`src/rtl/intc.sv`:
```
// ---------------------------------------------------------------------------
// intc - eight-source interrupt controller for the single-cycle CPU.
//
// Captures peripheral requests into `pending`, gates them with a software
// mask and tracks in-service levels in `active`. The control unit sees
// one-hot `min_bit_s` (highest-priority enabled pending request) and
// `min_bit_a` (highest-priority in-service level). Lower bit index means
// higher priority, so `min_bit_s < min_bit_a` means preemption.
//
// Build option:
//   INTC_EDGE_EN  defined   -> edge-triggered capture, overrun tracking
//                 undefined -> level-sensitive capture, overrun tied to 0
//
// Ports:
//   clk, reset     single clock, synchronous active-high reset
//   irq            peripheral request lines (bits [RSVD-1:0] ignored)
//   we_mask        mask write strobe, mask_in = new enable mask
//   clr_ovr        clear overrun and err (a simultaneous new set wins)
//   s_calli        one-hot level entered this cycle (from control unit)
//   s_reti         one-hot level exited this cycle (from control unit)
//   min_bit_s      lowest set bit of pending & mask, else 0
//   min_bit_a      lowest set bit of active, else 0
//   pending        pending register
//   active         in-service register
//   overrun        sticky: request arrived while already pending
//   err            sticky protocol error
// ---------------------------------------------------------------------------
module intc #(
    parameter int N_IRQ = 8,
    parameter int RSVD  = 2
) (
    input  logic             clk,
    input  logic             reset,
    input  logic [N_IRQ-1:0] irq,
    input  logic             we_mask,
    input  logic [N_IRQ-1:0] mask_in,
    input  logic             clr_ovr,
    input  logic [N_IRQ-1:0] s_calli,
    input  logic [N_IRQ-1:0] s_reti,
    output logic [N_IRQ-1:0] min_bit_s,
    output logic [N_IRQ-1:0] min_bit_a,
    output logic [N_IRQ-1:0] pending,
    output logic [N_IRQ-1:0] active,
    output logic [N_IRQ-1:0] overrun,
    output logic             err
);

    // Trap levels never pend from irq and cannot be unmasked.
    localparam logic [N_IRQ-1:0] PERIPH_M = {{(N_IRQ-RSVD){1'b1}}, {RSVD{1'b0}}};
    localparam logic [N_IRQ-1:0] ONE      = {{(N_IRQ-1){1'b0}}, 1'b1};

    logic [N_IRQ-1:0] pending_q, pending_d;
    logic [N_IRQ-1:0] active_q,  active_d;
    logic [N_IRQ-1:0] mask_q,    mask_d;
    logic             err_q,     err_d;
    logic             err_set;

    // ---------------------------------------------------------------------
    // Protocol checking on the control-unit strobes
    // ---------------------------------------------------------------------
    logic calli_multi, reti_multi;

    always_comb begin
        // x & (x-1) is non-zero exactly when more than one bit is set
        calli_multi = |(s_calli & (s_calli - ONE));
        reti_multi  = |(s_reti  & (s_reti  - ONE));
        err_set     = (|(s_calli & active_q)) | (|(s_reti & ~active_q))
                    | calli_multi | reti_multi;
    end

    // ---------------------------------------------------------------------
    // Next-state logic shared by both capture modes
    // ---------------------------------------------------------------------
    always_comb begin
        // Clear from reti first, then set from calli: same bit in both ends set.
        active_d = (active_q & ~s_reti) | s_calli;
        mask_d   = we_mask ? (mask_in & PERIPH_M) : mask_q;
        err_d    = (clr_ovr ? 1'b0 : err_q) | err_set;
    end

`ifdef INTC_EDGE_EN
    logic [N_IRQ-1:0] irq_q;
    logic [N_IRQ-1:0] overrun_q, overrun_d;
    logic [N_IRQ-1:0] evt;

    always_comb begin
        evt       = irq & ~irq_q & PERIPH_M;
        // A new event beats the call clear, so a request is never lost.
        pending_d = evt | (pending_q & ~s_calli);
        overrun_d = (clr_ovr ? '0 : overrun_q) | (evt & pending_q & ~s_calli);
    end

    always_ff @(posedge clk) begin
        if (reset) begin
            irq_q     <= '0;
            overrun_q <= '0;
        end else begin
            irq_q     <= irq;
            overrun_q <= overrun_d;
        end
    end

    assign overrun = overrun_q;
`else
    // Level mode: pending simply mirrors the (unreserved) request lines.
    always_comb begin
        pending_d = irq & PERIPH_M;
    end

    assign overrun = '0;
`endif

    always_ff @(posedge clk) begin
        if (reset) begin
            pending_q <= '0;
            active_q  <= '0;
            mask_q    <= '0;
            err_q     <= 1'b0;
        end else begin
            pending_q <= pending_d;
            active_q  <= active_d;
            mask_q    <= mask_d;
            err_q     <= err_d;
        end
    end

    // Priority encoders read registers only: no path from the strobes or irq.
    logic [N_IRQ-1:0] req_en;

    always_comb begin
        req_en    = pending_q & mask_q;
        min_bit_s = req_en   & (~req_en   + ONE);
        min_bit_a = active_q & (~active_q + ONE);
    end

    assign pending = pending_q;
    assign active  = active_q;
    assign err     = err_q;

endmodule

```
`config.mk`:
```
export PLATFORM = sky130hd
export DESIGN_NAME = intc
export DESIGN_NICKNAME = d
export VERILOG_FILES = /design/src/rtl/intc.sv
export SDC_FILE = /design/constraint.sdc
export NUM_CORES = 1
export LEC_CHECK = 0
export BUFFER_PORTS_ARGS = -buffer_cell sky130_fd_sc_hd__buf_2
export CAP_MARGIN = 20
export CORE_ASPECT_RATIO = 1.5
export CORE_MARGIN = 2
export CORE_UTILIZATION = 39
export DETAILED_ROUTE_END_ITERATION = 10
export PLACE_DENSITY = 0.76
export SYNTH_ARGS = -nofsm -noshare
export SYNTH_HDL_FRONTEND = slang
export SYNTH_SLANG_ARGS = --single-unit
```
`constraint.sdc`:
```
create_clock -name clk -period 1.82 [get_ports clk]
set_input_delay 0.182 -clock clk [delete_from_list [all_inputs] [get_ports clk]]
set_output_delay 0.182 -clock clk [all_outputs]
set_load 0.03 [all_outputs]
```
# Word level (Yosys, flattened, before mapping)
# Cells that the tools add are included.
# op_classes
add_sub_neg	4
mux	1
bitwise	16
n_reduce_logical	4
# ops
cell	n
bitwise AND 8 bit	8
OR reduction 8 bit	4
inverter 8 bit	3
adder 8 x 1 -> 8 bit (second input constant)	2
subtractor 8 x 1 -> 8 bit (second input constant)	2
bitwise OR 8 bit	1
bitwise OR 1 bit	4
2-to-1 mux 1 bit	1
# totals
register_bits	23
output_inout_bits	41
word_cells	30

# Logic depth before layout (Yosys ltp)
# Gate-level depths: netlist (run 1).
# logic_depth
depth_word	7
mapped_depth	4

# Worst setup path after synthesis (run 1)
# OpenSTA, ideal clock, no wires.
# synth_timing
kind	register -> output
startpoint	register active_q[3], in the netlist active[3]
endpoint	output min_bit_a[3]
arrival_time_ps	1617
t_required_ps	1638
slack_ps	21
path_stages_with_launch	2
path_buffers	0
path_cell_list	dfxtp_1 > nor4b_1
# synth_between
elab_chain_len	3
# synth_rtl
element	line_no	text
start, declared	53	logic [N_IRQ-1:0] active_q, active_d;
start signal, assigned	121	active_q <= active_d;
inverter 8 bit	133	min_bit_a = active_q & (~active_q + ONE);
adder 8 x 1 -> 8 bit	133	
bitwise AND 8 bit *	133	
end, declared	41	output logic [N_IRQ-1:0] min_bit_a,
# Mark *: on every way between the ends. The rest lies on a longest branch, timed or not.

# Worst setup path after layout (run 1)
# layout_timing
startpoint	register active_q[0], in the netlist active[0]
endpoint	output min_bit_a[7]
# layout_between
elab_chain_len	3
# layout_rtl
element	line_no
inverter 8 bit	133
adder 8 x 1 -> 8 bit	133
bitwise AND 8 bit	133
# Every way passes these cells.

==> summary.md, run 1 <==
| Metric | Value |
|---|---|
| Synth top area cells | `dfxtp_1 (38%), nor2_1 (9.1%), mux2i_1 (9.0%), buf_4 (8.8%), a21oi_1 (4.5%)` |
| TritonCTS buffer count | `3` |
| DRT Pass-1 Iters | `4` |
| Hold_sp | `irq[7]` |
| Cell area after synthesis | `1110 um2` |
| Clock Power Share | `27.1%` |
| Vias per inst | `4.66` |
| Unrepaired setup endpoints after global routing | `false` |
| Post-synth EDFFs | `0` |
| Cell with the most instances after synthesis | `nor2_1` |
| Vias in the first global route | `1012` |
| Post-synth top cells | `nor2_1 (27), dfxtp_1 (21), buf_4 (13), a21oi_1 (10), mux2i_1 (10)` |
| Met2 usage | `29.1%` |
| Fin worst setup slack | `227 ps` |
| FF+latch count, synth | `21` |
| RR Startpoint | `active[0]` |
| Clock root cell | `clkbuf_8` |
| Synth Flop Type | `dfxtp_1` |
| # port buffers | `60` |
| Largest net degree at the start of global routing | `22` |
| Register area | `420 um2` |
| CTS clock-pin slew for the worst setup and hold paths | `70 ps` |
| Status | `finished clean` |
| Worst vdd ir | `0.461 mV` |
| Grt met1 use | `16.8%` |
| Launch point of the worst path | `active[0]` |
| Core ar. | `2710 um2` |
| DR WL/cell | `10.6 um` |
| WP data arrival | `1410 ps` |
| Fin nets | `235` |
| Final wirelength | `2480 um` |
| Sequential share of the synthesized area | `37.8%` |
| Initial antenna violation count | `0` |
| Area leader, netlist | `dfxtp_1` |
| TritonCTS clock tree | `done` |
| Clock sink count | `21` |
| Gate power share | `24.8%` |
| Period Utilization, post-route | `87.5%` |
| Synth async-reset ratio | `0%` |
| Final HPWL DP | `2060 um` |
| Initial Utilization | `41.1%` |
| Post-route minimum period | `1590 ps` |
| Sequential share of power | `48.1%` |
| Pleak | `0.761 nW` |
| Detail Route Antenna Nets | `0` |
| CTS Hold Bufs | `0` |
| Post-CTS Setup Bufs | `0` |
| Clock latency on the worst-skew pair | `250 ps` |
| Synth warn | `0` |
| Max-slew violation count | `0` |
| Startpoint Class | `flop` |
| Dpl ws | `501 ps` |
| Worst-path fanout max | `9` |
| Die X | `47.6 um` |
| TNS Setup | `0 ps` |
| Area growth, synth to finish | `29.3%` |
| Die Area | `3300 um2` |
| Switching pwr | `0.341 mW` |
| Antenna Cells | `0` |
| GRT Total Usage | `15.4%` |
| Post-route cell area | `1440 um2` |
| Synth top area share | `37.8%` |
| Clock Skews | `2.74 ps` |
| Hold Fails Final Rpt | `0` |
| Setup crit end kind | `output port` |
| Fillers | `305` |
| Avg Cell Area, Syn | `7.99 um2` |
| Area after DPL | `1390 um2` |
| Power Density | `744 nW/um2` |
| Tot Pwr | `1.07 mW` |
| GP Congestion | `0.766` |
| FMAX | `628 MHz` |
| GRT Residual Overflow | `0` |
| Footprint of the multi-input gates | `593 um2` |
| I/O Pins | `77` |
| Cells after Synth | `139` |
| First-pass GRT wire length | `3930 um` |
| Net Sw Frac | `31.9%` |
| Clk buf depth | `2` |
| Row count | `23` |
| MaxCap Viol Count | `0` |
| H-tree depth | `1` |
| GR Util met3 | `2.60%` |
| Ratio of cells with drive above 1 in the final layout | `33.3%` |
| Vias | `1095` |
| Finish-stage setup viols | `0` |
| Die extent in y | `69.4 um` |
| CP required | `1640 ps` |
| GR peak layer | `met2` |
| Initial drt markers | `7` |
| Post-cts resize count | `0` |
| Hold WC Path Type | `input port to flop` |
| Distinct cells, synth | `30` |
| WS Path Type | `flop to output port` |
| Internal | `0.728 mW` |
| Drc violations | `0` |
==> state kept, by name, indices dropped and copies added, names as in the netlist <==
register  flops
err           1
pending       6
mask_q        6
active        8
==> per-layer routing <==
| metal | vias to the layer above | routed length [um] |
|---|---|---|
| met3 | 0 | 182 |
| met2 | 40 | 1320 |
| met4 | 0 | 0 |
| li1 | 564 | - |
| met1 | 491 | 978 |
| met5 | - | 0 |
==> path summary, 6_finish.rpt <==
| path | end | cells past startpoint | slack (ps) |
|---|---|---|---|
| setup / recovery | min_bit_a[7] | 5 | 230 |
| hold / removal | pending[7] | 2 | 140 |
| hold reg to reg | mask_q[6] | 2 | 500 |
| setup reg to reg | err | 4 | 540 |
==> layout by cell type, fill, tap and decap left out, drive strengths merged <==
| master | n |
|---|---|
| inv | 8 |
| clkbuf | 3 |
| nor2b | 8 |
| buf | 60 |
| nor3b | 2 |
| nor2 | 27 |
| o22a | 1 |
| o31ai | 1 |
| clkinv | 1 |
| and3 | 2 |
| and2 | 2 |
| nor3 | 1 |
| a211oi | 1 |
| nor4b | 1 |
| o21ai | 3 |
| o21a | 1 |
| and3b | 1 |
| nand4 | 1 |
| nand2 | 8 |
| nand2b | 1 |
| a22oi | 3 |
| a22o | 1 |
| dfxtp | 21 |
| o2111ai | 1 |
| a21oi | 10 |
| nor4 | 4 |
| conb | 12 |
| a31oi | 2 |
| mux2i | 10 |
| nand3 | 1 |
==> cells by family (layout without fill, tap and decap cells) <==
logic type | count (synthesis) | count (layout) | share of synthesized area (%)
flops | 21 | 21 | 37.8
simple gates | 59 | 59 | 26.9
other cells | 1 | 12 | 0.338
buf+inv | 24 | 72 | 12.5
mux | 10 | 10 | 9.01
compound gates | 24 | 24 | 13.4
==> layout make-up <==
type                            instances  share of cell area, %
Tap cell                               37                   3.22
Multi-Input combinational cell        105                   41.3
Timing Repair Buffer                   60                   20.9
Clock inverter                          1                  0.348
Inverter                                8                   2.09
Clock buffer                            3                   2.87
Sequential cell                        21                   29.3
==> critical path, cell delays in order (launching register included) <==
cell     delay, ps
dfxtp_1        400
nor2_1         140
nand2_1        100
nor3_1         170
and3b_1        170
buf_2          190
==> power by group through the flow <==
stage / clock network (mW) / logic, mW / registers (mW)
floorplan: 0 / 0.160 / 0.560
global placement: 0 / 0.262 / 0.524
detailed placement: 0 / 0.265 / 0.525
finish: 0.290 / 0.264 / 0.514
global route: 0.315 / 0.290 / 0.519
CTS: 0.300 / 0.266 / 0.514
==> through the flow <==
step	instances	hold WS (ps)	util (%)
2_1_floorplan	150	254	-
4_1_cts	235	137	53.1
6_report	235	142	53.1
3_5_place_dp	231	401	51.4
5_1_grt	235	163	53.1
3_3_place_gp	231	389	51.4
No activity file was read; power rests on OpenSTA's default activity.
==> run 2: changes to the inputs <==
--- a/config.mk
+++ b/config.mk
@@ -8,10 +8,10 @@
 export BUFFER_PORTS_ARGS = -buffer_cell sky130_fd_sc_hd__buf_2
 export CAP_MARGIN = 20
 export CORE_ASPECT_RATIO = 1.5
-export CORE_MARGIN = 2
+export CORE_MARGIN = 3
 export CORE_UTILIZATION = 39
 export DETAILED_ROUTE_END_ITERATION = 10
-export PLACE_DENSITY = 0.76
+export PLACE_DENSITY = 0.87
 export SYNTH_ARGS = -nofsm -noshare
 export SYNTH_HDL_FRONTEND = slang
 export SYNTH_SLANG_ARGS = --single-unit
==> run 2 against run 1 <==
  * Combinational power about the same
  * Worst hold slack lost 11 ps
  * Non-clock buffer count stayed put
  * Clock power up 2%
  * Critical path type unchanged
  * Total power rose by 0.48%
  * Largest cell class unchanged
  * Maximum frequency increased by 0.70%
  * Sequential power barely moved
  * Largest power group unchanged
  * Die area grew 7.2%
  * First-iteration DRC count up 86%
==> summary.md, run 2 (same netlist as run 1, synthesis figures left out) <==
| Metric | Value |
|---|---|
| Period Utilization, post-route | `86.9% (was 87.5%)` |
| Reg2Reg Depth | `4 (unchanged)` |
| Initial antenna violation count | `0 (unchanged)` |
| Finish-stage setup viols | `0 (unchanged)` |
| Vias | `1127 (was 1095)` |
| Layout Utilization | `53.1% (unchanged)` |
| Startpoint Class | `flop (unchanged)` |
| DRT Pass-1 Iters | `4 (unchanged)` |
| Die X | `49.6 um (was 47.6 um)` |
| # port buffers | `60 (unchanged)` |
| Hold Fails Final Rpt | `0 (unchanged)` |
| Leading cell types in the layout, fill and taps excluded | `buf_2 (60), nor2_1 (27), dfxtp_1 (21), conb_1 (12) (unchanged)` |
| Core ar. | `2710 um2 (unchanged)` |
| First-pass GRT wire length | `4190 um (was 3930 um)` |
| WP data arrival | `1400 ps (was 1410 ps)` |
| TritonCTS buffer count | `3 (unchanged)` |
| Fin nets | `235 (unchanged)` |
| Largest net degree at the start of global routing | `22 (unchanged)` |
| Max-slew violation count | `0 (unchanged)` |
| Worst vdd ir | `0.406 mV (was 0.461 mV)` |
| Crit Reg-Reg Endpoint | `err (unchanged)` |
| DR WL/cell | `10.9 um (was 10.6 um)` |
| Antenna Cells | `0 (unchanged)` |
| FMAX | `632 MHz (was 628 MHz)` |
| Clock root cell | `clkbuf_8 (unchanged)` |
| Final HPWL DP | `2130 um (was 2060 um)` |
| Post-CTS Setup Bufs | `0 (unchanged)` |
| Final wirelength | `2570 um (was 2480 um)` |
| Die extent in y | `71.4 um (was 69.4 um)` |
| Status | `finished clean (unchanged)` |
| Flop2flop setup slack | `500 ps (was 540 ps)` |
| H-tree depth | `1 (unchanged)` |
| Pleak | `0.761 nW (unchanged)` |
| GRT Residual Overflow | `0 (unchanged)` |
| TritonCTS clock tree | `done (unchanged)` |
| Setup crit end kind | `output port (unchanged)` |
| Gate power share | `24.6% (was 24.8%)` |
| Worst-path fanout max | `9 (unchanged)` |
| Switching pwr | `0.346 mW (was 0.341 mW)` |
| I/O Pins | `77 (unchanged)` |
| Hold_sp | `irq[2] (was irq[7])` |
| Clk buf depth | `2 (unchanged)` |
| TNS Setup | `0 ps (unchanged)` |
| Area after DPL | `1390 um2 (unchanged)` |
| Post-cts resize count | `0 (unchanged)` |
| Initial Utilization | `41.1% (unchanged)` |
| Sequential share of power | `47.9% (was 48.1%)` |
| Clock latency on the worst-skew pair | `250 ps (about the same)` |
| Area growth, synth to finish | `29.3% (unchanged)` |
| CP required | `1640 ps (about the same)` |
| GP Congestion | `0.735 (was 0.766)` |
| Internal | `0.728 mW (about the same)` |
| GRT Total Usage | `14.6% (was 15.4%)` |
| Vias in the first global route | `1007 (was 1012)` |
| Ratio of cells with drive above 1 in the final layout | `33.3% (unchanged)` |
| Unrepaired setup endpoints after global routing | `false (unchanged)` |
| Max reg flops | `8 (unchanged)` |
| Hold WC Path Type | `input port to flop (unchanged)` |
| Post-route cell area | `1440 um2 (unchanged)` |
| Clock Skews | `6.28 ps (was 2.74 ps)` |
| Clock Power Share | `27.6% (was 27.1%)` |
| Row count | `23 (unchanged)` |
| Die Area | `3540 um2 (was 3300 um2)` |
| Power Density | `747 nW/um2 (was 744 nW/um2)` |
| Tot Pwr | `1.07 mW (about the same)` |
| WS Path Type | `flop to output port (unchanged)` |
| Clock sink count | `21 (unchanged)` |
| Net Sw Frac | `32.2% (was 31.9%)` |
| MaxCap Viol Count | `0 (unchanged)` |
| Drc violations | `0 (unchanged)` |
| Min-Delay Endpoint | `pending[2] (was pending[7])` |
| Most common cell after layout, fill and taps aside | `buf_2 (unchanged)` |
| Detail Route Antenna Nets | `0 (unchanged)` |
| CTS clock-pin slew for the worst setup and hold paths | `80 ps (was 70 ps)` |
| Post-route minimum period | `1580 ps (was 1590 ps)` |
| CTS Hold Bufs | `0 (unchanged)` |
| RR Startpoint | `active[0] (unchanged)` |
| Initial drt markers | `13 (was 7)` |
| Worst Hold Depth | `2 (unchanged)` |
| Vias per inst | `4.80 (was 4.66)` |
==> run 2: cell counts in the layout (fill, tap and decap cells not counted) <==
No cell type changed its count.
==> run 2: cell type report <==
cell class	count	area [um2]
Fill cell	292	1270
Multi-Input combinational cell	105	593
Sequential cell	21	420
Timing Repair Buffer	60	300
Tap cell	37	46.3
Clock buffer	3	41.3
Inverter	8	30.0
Clock inverter	1	5.00
==> run 2: power groups by stage <==
stage	clock network (mW)	registers, mW	logic (mW)
2_1_floorplan	0	0.560	0.160
5_1_grt	0.324	0.520	0.288
3_5_place_dp	0	0.525	0.265
6_report	0.296	0.514	0.264
3_3_place_gp	0	0.524	0.262
4_1_cts	0.309	0.514	0.266
==> run 2: through the flow <==
step / setup slack (ps) / instances / hold slack, ps
floorplan: 21.4 / 150 / 254
global placement: 469 / 231 / 390
detailed placement: 478 / 231 / 399
CTS: 191 / 235 / 128
global route: 109 / 235 / 134
finish: 238 / 235 / 131
==> run 2: layer usage <==
layer	GRT usage, %	part of all wire, %
met5	0	0
met4	6.46	1.5
met3	2.08	7.4
met2	27.1	53
met1	16.1	38
==> run 2: critical path, cell delays in order (launching register included) <==
cell and delay (ps):
dfxtp_1 390, nor2_1 140, nand2_1 80, nor3_1 180, and3b_1 180, buf_2 190
==> run 2: how the worst max path moves through the flow <==
stage	from	endpoint	slack, ps	cells past startpoint
finish	active[0]	min_bit_a[7]	240	5
global route	active[2]	min_bit_a[7]	110	5
CTS	active[0]	min_bit_a[7]	190	5
detailed placement	active[0]	min_bit_a[7]	480	5
global placement	active[2]	min_bit_a[7]	470	5
floorplan	active[3]	min_bit_a[3]	20	1
==> run 3: changes to the inputs <==
--- a/config.mk
+++ b/config.mk
@@ -12,6 +12,7 @@
 export CORE_UTILIZATION = 39
 export DETAILED_ROUTE_END_ITERATION = 10
 export PLACE_DENSITY = 0.87
+export RECOVER_POWER = 100
 export SYNTH_ARGS = -nofsm -noshare
 export SYNTH_HDL_FRONTEND = slang
 export SYNTH_SLANG_ARGS = --single-unit
==> run 3 against run 2 <==
  * Sequential power about the same
  * First-iteration DRC count fell by 31%
  * Die area stayed put
  * Critical path depth shrank 1
  * Clock-buffer cell count stayed put
  * Utilization shrank 1.2 points
  * Largest power group unchanged
  * Highest routed layer unchanged
==> summary.md, run 3 (same netlist as run 1, synthesis figures left out) <==
| Metric | Value |
|---|---|
| Footprint of the multi-input gates | `593 um2 (unchanged)` |
| Die Area | `3540 um2 (unchanged)` |
| Ratio of cells with drive above 1 in the final layout | `20.2% (was 33.3%)` |
| Internal | `0.720 mW (was 0.728 mW)` |
| Post-cts resize count | `0 (unchanged)` |
| Vias in the first global route | `1007 (unchanged)` |
| GRT Residual Overflow | `0 (unchanged)` |
| Area after DPL | `1390 um2 (unchanged)` |
| Worst vdd ir | `0.405 mV (was 0.406 mV)` |
| Register area | `420 um2 (unchanged)` |
| Hold Fails Final Rpt | `0 (unchanged)` |
| Initial drt markers | `9 (was 13)` |
| I/O Pins | `77 (unchanged)` |
| Row count | `23 (unchanged)` |
| Status | `finished clean (unchanged)` |
| Vias | `1134 (was 1127)` |
| Antenna Cells | `0 (unchanged)` |
| Clock Power Share | `27.8% (was 27.6%)` |
| TritonCTS clock tree | `done (unchanged)` |
| # placed instances | `231 (unchanged)` |
| CTS Hold Bufs | `0 (unchanged)` |
| Post-route minimum period | `1630 ps (was 1580 ps)` |
| Most common cell after layout, fill and taps aside | `buf_2 (unchanged)` |
| Switching pwr | `0.348 mW (was 0.346 mW)` |
| Initial antenna violation count | `0 (unchanged)` |
| Sequential share of power | `48.2% (was 47.9%)` |
| First-pass GRT wire length | `4190 um (unchanged)` |
| Slew Limit Headroom | `41.1%` |
| H-tree depth | `1 (unchanged)` |
| Worst-path fanout max | `3 (was 9)` |
| WS Path Type | `flop to output port (unchanged)` |
| Fin nets | `235 (unchanged)` |
| GP Congestion | `0.735 (unchanged)` |
| FMAX | `613 MHz (was 632 MHz)` |
| Clock root cell | `clkbuf_8 (unchanged)` |
| Max reg flops | `8 (unchanged)` |
| Final HPWL DP | `2130 um (unchanged)` |
| TritonCTS buffer count | `3 (unchanged)` |
| CP required | `1640 ps (about the same)` |
| Tot Pwr | `1.07 mW (about the same)` |
| Initial Utilization | `41.1% (unchanged)` |
| Final std cells w/o fill | `235 (unchanged)` |
| DRT Pass-1 Iters | `4 (unchanged)` |
| Setup crit end kind | `output port (unchanged)` |
| Net Sw Frac | `32.6% (was 32.2%)` |
| Die X | `49.6 um (unchanged)` |
| CTS clock-pin slew for the worst setup and hold paths | `80 ps (about the same)` |
| Area growth, synth to finish | `26.4% (was 29.3%)` |
| Hold WC Path Type | `input port to flop (unchanged)` |
| WP data arrival | `1450 ps (was 1400 ps)` |
| Final wirelength | `2600 um (was 2570 um)` |
| Unrepaired setup endpoints after global routing | `false (unchanged)` |
| Gate power share | `24.0% (was 24.6%)` |
| TNS Setup | `0 ps (unchanged)` |
| Largest net degree at the start of global routing | `22 (unchanged)` |
| Vias per inst | `4.83 (was 4.80)` |
| Power Density | `761 nW/um2 (was 747 nW/um2)` |
| Fillers | `303 (was 292)` |
| Core ar. | `2710 um2 (unchanged)` |
| Startpoint Class | `flop (unchanged)` |
| Pleak | `0.661 nW (was 0.761 nW)` |
| MaxCap Viol Count | `0 (unchanged)` |
| DR WL/cell | `11.1 um (was 10.9 um)` |
| Hold Worst Slack | `131 ps (about the same)` |
| Finish-stage setup viols | `0 (unchanged)` |
| Clock sink count | `21 (unchanged)` |
| Period Utilization, post-route | `89.6% (was 86.9%)` |
| # port buffers | `60 (unchanged)` |
| GRT Total Usage | `14.6% (unchanged)` |
| Clk buf depth | `2 (unchanged)` |
| Post-route cell area | `1400 um2 (was 1440 um2)` |
| Post-CTS Setup Bufs | `0 (unchanged)` |
| Worst slew pin tran | `883 ps` |
| Drc violations | `0 (unchanged)` |
| Max-slew violation count | `0 (unchanged)` |
| Detail Route Antenna Nets | `0 (unchanged)` |
| Die extent in y | `71.4 um (unchanged)` |
| Leading cell types in the layout, fill and taps excluded | `buf_2 (30), nor2_1 (27), clkbuf_1 (26), dfxtp_1 (21), conb_1 (12) (was buf_2 (60), nor2_1 (27), dfxtp_1 (21), conb_1 (12))` |
| Clock Skews | `5.92 ps (was 6.28 ps)` |
| Clock latency on the worst-skew pair | `250 ps (about the same)` |
==> run 3: cell types whose count changed in the layout (fill, tap and decap cells not counted) <==
cell,change
clkbuf_1,+26
clkbuf_2,+4
buf_2,-30
==> run 3: through the flow <==
stage | setup WS, ps | util (%)
CTS | 191 | 53.1
floorplan | 21.4 | -
global route | 69.5 | 51.9
finish | 190 | 51.9
global placement | 469 | 51.4
detailed placement | 478 | 51.4
==> run 3: routing by layer <==
metal | routed length [um] | GRT usage (%) | up-vias | part of all wire (%)
met5 | 0 | 0 | - | 0
li1 | - | - | 571 | -
met3 | 190 | 2.08 | 6 | 7.3
met1 | 1010 | 16.1 | 503 | 39
met2 | 1370 | 27.1 | 54 | 53
met4 | 36 | 6.46 | 0 | 1.4
==> run 3: path summary, 6_finish.rpt <==
check / startpoint / endpoint / slack [ps] / cells after the start
max: pending[2] / min_bit_s[5] / 190 / 4
min reg2reg: mask_q[6] / mask_q[6] / 490 / 2
max reg2reg: active[0] / err / 460 / 4
min: irq[2] / pending[2] / 130 / 2
==> run 3: power by group through the flow <==
stage / logic (mW) / clock network, mW / registers, mW
after floorplan: 0.160 / 0 / 0.560
after detailed placement: 0.265 / 0 / 0.525
after global routing: 0.280 / 0.324 / 0.521
final: 0.257 / 0.297 / 0.515
after CTS: 0.266 / 0.309 / 0.514
after global placement: 0.262 / 0 / 0.524
==> run 3: cell type report <==
class | instances | share of cell area, %
Clock inverter | 1 | 0.357
Tap cell | 37 | 3.30
Clock buffer | 3 | 2.94
Sequential cell | 21 | 29.9
Multi-Input combinational cell | 105 | 42.2
Timing Repair Buffer | 60 | 19.1
Inverter | 8 | 2.14
==> run 3: worst max-delay path, stage by stage (launching register included) <==
cell      delay [ps]
dfxtp_1          320
a22o_1           240
a21oi_1          150
and3_1           170
clkbuf_1         310
